[src/rtl/sfp_accum.sv]
// sfp_accum: special-function stage behind the psum SRAM.
// It accumulates num_taps psum vectors per output pixel. Each lane uses
// saturating signed addition. An optional ReLU is applied, and the result
// is presented with a valid/ready handshake.
//
// Ports:
//   clk       - single clock, rising edge
//   reset     - asynchronous active-low reset (0 = reset)
//   start     - begin a new accumulation (sampled only in IDLE)
//   relu_en   - ReLU select, captured on an accepted start
//   in_valid  - in_data holds a psum vector
//   in_ready  - stage accepts in_data this cycle
//   in_data   - col signed lanes of psum_bw bits, lane k at [k*psum_bw +: psum_bw]
//   out_valid - sfp_out holds a finished result
//   out_ready - downstream takes sfp_out
//   sfp_out   - result vector, same lane packing as in_data
//   busy      - stage is not idle
module sfp_accum #(
  parameter int unsigned psum_bw  = 16,
  parameter int unsigned col      = 8,
  parameter int unsigned num_taps = 9
) (
  input  logic                   clk,
  input  logic                   reset,
  input  logic                   start,
  input  logic                   relu_en,
  input  logic                   in_valid,
  output logic                   in_ready,
  input  logic [col*psum_bw-1:0] in_data,
  output logic                   out_valid,
  input  logic                   out_ready,
  output logic [col*psum_bw-1:0] sfp_out,
  output logic                   busy
);

  localparam int unsigned DATA_W   = col * psum_bw;
  localparam int unsigned CNT_W    = (num_taps + 1 > 1) ? $clog2(num_taps + 1) : 1;
  localparam int unsigned LAST_TAP = num_taps - 1;

  typedef enum logic [1:0] {
    IDLE = 2'd0,
    ACC  = 2'd1,
    FIN  = 2'd2,
    OUT  = 2'd3
  } state_t;

  state_t            state_q, state_d;
  logic [CNT_W-1:0]  tap_q, tap_d;
  logic              relu_q, relu_d;
  logic [DATA_W-1:0] acc_q, acc_d;
  logic [DATA_W-1:0] out_d;
  logic              in_ready_d, out_valid_d, busy_d;

  // Signed add at psum_bw+1 bits. The result is clamped to the lane range
  // when the two top bits disagree.
  function automatic logic [psum_bw-1:0] sat_add(input logic [psum_bw-1:0] a,
                                                 input logic [psum_bw-1:0] b);
    logic [psum_bw:0] s;
    s = {a[psum_bw-1], a} + {b[psum_bw-1], b};
    if (s[psum_bw] != s[psum_bw-1]) begin
      sat_add = s[psum_bw] ? {1'b1, {(psum_bw-1){1'b0}}}
                           : {1'b0, {(psum_bw-1){1'b1}}};
    end else begin
      sat_add = s[psum_bw-1:0];
    end
  endfunction

  // ReLU zeroes a negative lane only when it was selected at start.
  function automatic logic [psum_bw-1:0] relu_lane(input logic             en,
                                                   input logic [psum_bw-1:0] v);
    relu_lane = (en && v[psum_bw-1]) ? '0 : v;
  endfunction

  // Next-state, datapath and output decode.
  always_comb begin
    state_d = state_q;
    tap_d   = tap_q;
    relu_d  = relu_q;
    acc_d   = acc_q;
    out_d   = sfp_out;

    unique case (state_q)
      IDLE: begin
        if (start) begin
          state_d = ACC;
          tap_d   = '0;
          relu_d  = relu_en;
          acc_d   = '0;
        end
      end
      ACC: begin
        if (in_valid) begin
          for (int unsigned k = 0; k < col; k++) begin
            acc_d[k*psum_bw +: psum_bw] = sat_add(acc_q[k*psum_bw +: psum_bw],
                                                  in_data[k*psum_bw +: psum_bw]);
          end
          tap_d = tap_q + CNT_W'(1);
          if (tap_q == CNT_W'(LAST_TAP)) begin
            state_d = FIN;
          end
        end
      end
      FIN: begin
        for (int unsigned k = 0; k < col; k++) begin
          out_d[k*psum_bw +: psum_bw] = relu_lane(relu_q, acc_q[k*psum_bw +: psum_bw]);
        end
        state_d = OUT;
      end
      OUT: begin
        if (out_ready) begin
          state_d = IDLE;
        end
      end
      default: state_d = IDLE;
    endcase

    // Handshake flags are registered from the next state. Each flag is
    // therefore valid in the same cycle the FSM enters the corresponding
    // state.
    in_ready_d  = (state_d == ACC);
    out_valid_d = (state_d == OUT);
    busy_d      = (state_d != IDLE);
  end

  // State and datapath registers.
  always_ff @(posedge clk or negedge reset) begin
    if (!reset) begin
      state_q   <= IDLE;
      tap_q     <= '0;
      relu_q    <= 1'b0;
      acc_q     <= '0;
      sfp_out   <= '0;
      in_ready  <= 1'b0;
      out_valid <= 1'b0;
      busy      <= 1'b0;
    end else begin
      state_q   <= state_d;
      tap_q     <= tap_d;
      relu_q    <= relu_d;
      acc_q     <= acc_d;
      sfp_out   <= out_d;
      in_ready  <= in_ready_d;
      out_valid <= out_valid_d;
      busy      <= busy_d;
    end
  end

endmodule

[config.mk]
export PLATFORM = sky130hd
export DESIGN_NAME = sfp_accum
export DESIGN_NICKNAME = d
export VERILOG_FILES = /design/src/rtl/sfp_accum.sv
export SDC_FILE = /design/constraint.sdc
export NUM_CORES = 1
export LEC_CHECK = 0
export CAP_MARGIN = 20
export CORE_MARGIN = 2
export CORE_UTILIZATION = 50
export DETAILED_ROUTE_END_ITERATION = 16
export GPL_TIMING_DRIVEN = 1
export PLACE_DENSITY = 0.76
export SKIP_CTS_REPAIR_TIMING = 1
export SLEW_MARGIN = 25
export SYNTH_ARGS = -nofsm -noshare
export SYNTH_HDL_FRONTEND = slang
export SYNTH_SLANG_ARGS = --single-unit
export TNS_END_PERCENT = 20
[constraint.sdc]
create_clock -name clk -period 6.7 [get_ports clk]
set_clock_uncertainty 0.1 [all_clocks]
set_input_delay 1.34 -clock clk [delete_from_list [all_inputs] [get_ports clk]]
set_output_delay 1.34 -clock clk [all_outputs]
set_load 0.02 [all_outputs]
==> results.sh <==
export IMPL_yosys_register_bits=266
export IMPL_grt_pass1_wl_um=68930
export IMPL_crit_fanout=14
export IMPL_die_area_mm2=0.03328
export IMPL_root_buffer="clkbuf_16"
export IMPL_vias_per_cell=5.884
export IMPL_grt_pass1_vias=13310
export IMPL_synth_largest_area_cell="dfrtp_1"
export IMPL_io_buffers=264
export IMPL_finalSetupViolations=0
export IMPL_synth_warning_count=0
export IMPL_relSlewSlack=0.3357
export IMPL_place_congestion=0.9518
export IMPL_cts_tree="done"
export IMPL_netlist_area_mm2=0.01592
export IMPL_async_flop_share=1.000
export IMPL_yosysTopAreaCellShare=0.4181
export IMPL_synthTopCellsByArea="dfrtp_1 42%, ha_1 11%, a22o_1 6.9%, o21ai_0 5.2%, nand2_1 3.9%"
export IMPL_hold_viol=0
export IMPL_arrival_ns=5.62
export IMPL_ys_types=65
export IMPL_fillers=2589
export IMPL_via_count=13620
export IMPL_gr_total_overflow=0
export IMPL_drt_antenna_violating_nets=0
export IMPL_start_util=0.5058
export IMPL_clock_path_buffers=3
export IMPL_dp_hpwl_um=29990
export IMPL_clkLatencyLatePin_ns=0.56
export IMPL_drive_gt1_frac=0.05338
export IMPL_numCtsBuffers=31
export IMPL_core_area_mm2=0.03147
export IMPL_drc=0
export IMPL_grt_max_degree=151
export IMPL_cts_sinks=266
export IMPL_final_max_slew_violation_count=0
export IMPL_dr_pass1_iters=5
export IMPL_leakage_nw=9.064
export IMPL_period_needed_ns=5.289
export IMPL_die_w_um=182.4
export IMPL_outcome="complete, no violations"
export IMPL_syn_to_final_growth_pct=25.31
export IMPL_synth_edff_count=0
export IMPL_drtIter0Drc=945
export IMPL_clkTransAtPathRegs_ns=0.06
export IMPL_p_per_area_mw_per_mm2=536.0
export IMPL_synth_nets=1925
export IMPL_die_y_um=182.4
export IMPL_worst_pin_slew_ns=0.9965
export IMPL_end_kind="flop"
export IMPL_grt_usage=0.2531
export IMPL_ys_flop_type="dfrtp_1"
export IMPL_fin_nets=2174
export IMPL_ios=265
export IMPL_startpoint_type="input port"
export IMPL_wl_um=42530
export IMPL_min_path_type="flop to flop"
export IMPL_synth_commonest_cells="266 x dfrtp_1, 166 x o21ai_0, 164 x nand2_1"
export IMPL_required_ns=7.03
export IMPL_drv_cap=0
export IMPL_num_rows=65
export IMPL_criticalPathCategory="input port to flop"
export IMPL_antenna_found_initial=4
export IMPL_max_vdd_ir_drop_v=0.0002360
export IMPL_wl_per_cell_um=18.38
export IMPL_synth_most_common_cell="dfrtp_1"
export IMPL_finalCritPeriodShare=0.7894
export IMPL_yosysSeqAreaShare=0.4181
export IMPL_max_freq_ghz=0.1891
export IMPL_rsz0062_at_grt="no"
export IMPL_total_power_mw=10.69
export IMPL_postSynthAreaPerCell_um2=9.713
export IMPL_synthCells=1639
export IMPL_setup_tns_final_ns=0
export IMPL_h_tree_depth=1
==> routing by layer <==
layer | track usage | vias to the layer above | routed length (um)
li1 | - | 6540 | -
met2 | 0.4012 | 409 | 19030
met5 | 0 | - | 37
met3 | 0.04370 | 63 | 2691
met1 | 0.3606 | 6598 | 19820
met4 | 0.06645 | 6 | 947
==> power by group <==
group          switching [mW]  leakage [nW]  internal (mW)
logic                    3.44          5.19           2.76
clock network           0.672         0.489          0.942
registers               0.575          3.38           2.30
total                    4.69          9.06           6.00
==> per-stage QoR <==
step	instances	cell area [um^2]	hold slack [ns]	util	setup slack (ns)
after floorplan	1639	15920	0.3658	-	2.036
after global placement	2257	18970	0.3664	0.6028	1.014
after detailed placement	2257	18970	0.3737	0.6028	0.8944
after CTS	2313	19950	0.3870	0.6338	1.467
after global routing	2313	19950	0.4216	0.6338	0.9772
final	2314	19950	0.3787	0.6338	1.411
==> worst max-delay path: stages <==
cell and delay, ns:
clkdlybuf4s50_1 0.41, ha_1 0.22, fa_1 0.41, a21o_1 0.22
a2bb2oi_1 0.21, a21oi_1 0.15, a31o_2 0.26, a21oi_1 0.32
nor2b_1 0.11, o21ai_0 0.25, ha_1 0.46, nor2_1 0.16
a31oi_1 0.20, o21a_1 0.47, nor2_1 0.14, a221o_1 0.29
==> final timing paths <==
kind	slack [ns]	depth (start not counted)	to	startpoint
max reg2reg	2.18	15	acc_q[0]$_DFFE_PN0P_	acc_q[0]$_DFFE_PN0P_
min in group asynchronous	0.70	1	sfp_out[120]$_DFFE_PN0N_	reset
min reg2reg	0.38	2	sfp_out[63]$_DFFE_PN0N_	sfp_out[63]$_DFFE_PN0N_
max in group asynchronous	4.51	2	acc_q[47]$_DFFE_PN0P_	reset
max	1.41	16	acc_q[0]$_DFFE_PN0P_	in_data[0]
min	0.38	2	sfp_out[63]$_DFFE_PN0N_	sfp_out[63]$_DFFE_PN0N_
==> cell families (layout without fill, tap and decap cells) <==
logic type / count (synthesis) / after routing / share of synthesized area
AOI/OAI and AO/OA: 579 / 579 / 0.2547
and+or+nand+nor: 449 / 449 / 0.1250
DFF: 266 / 266 / 0.4181
adders and majority gates: 153 / 153 / 0.1239
xor gates and xnor gates: 100 / 100 / 0.05501
buffers and inverters: 89 / 361 / 0.02130
muxes: 3 / 3 / 0.001965
other: 0 / 1 / 0
==> cell usage in the layout (no fill, tap or decap), types with 10 or more instances in the layout <==
master and count:
a221o_1 18, o21a_1 20, and3_1 11, nand4_1 10
and2_1 10, clkbuf_16 31, clkdlybuf4s50_1 263, nor2_1 143
nor3_1 29, inv_1 26, or2_2 11, dfrtp_1 266
nand2b_1 26, a21o_1 48, a21oi_1 84, a22o_1 126
nand3_1 21, a211oi_1 18, o21ai_0 166, nand2_1 163
buf_4 14, xnor2_1 69, xor2_1 31, ha_1 144
a31oi_1 14
==> cell type report <==
cell class / instances / area [um^2] / share of cell area
Clock inverter: 10 / 52.55 / 0.002634
Antenna cell: 1 / 2.502 / 0.0001254
Multi-Input combinational cell: 1284 / 8942 / 0.4483
Clock buffer: 46 / 922.1 / 0.04622
Timing Repair Buffer: 279 / 2773 / 0.1390
Sequential cell: 266 / 6656 / 0.3337
Inverter: 26 / 97.59 / 0.004892
Tap cell: 402 / 503.0 / 0.02521
==> sequential cells by signal, indices dropped and copies added (netlist names) <==
name	cells
out_valid	1
sfp_out	128
acc_q	128
busy	1
relu_q	1
state_q	2
tap_q	4
in_ready	1
No activity file was read; power rests on OpenSTA's default activity.
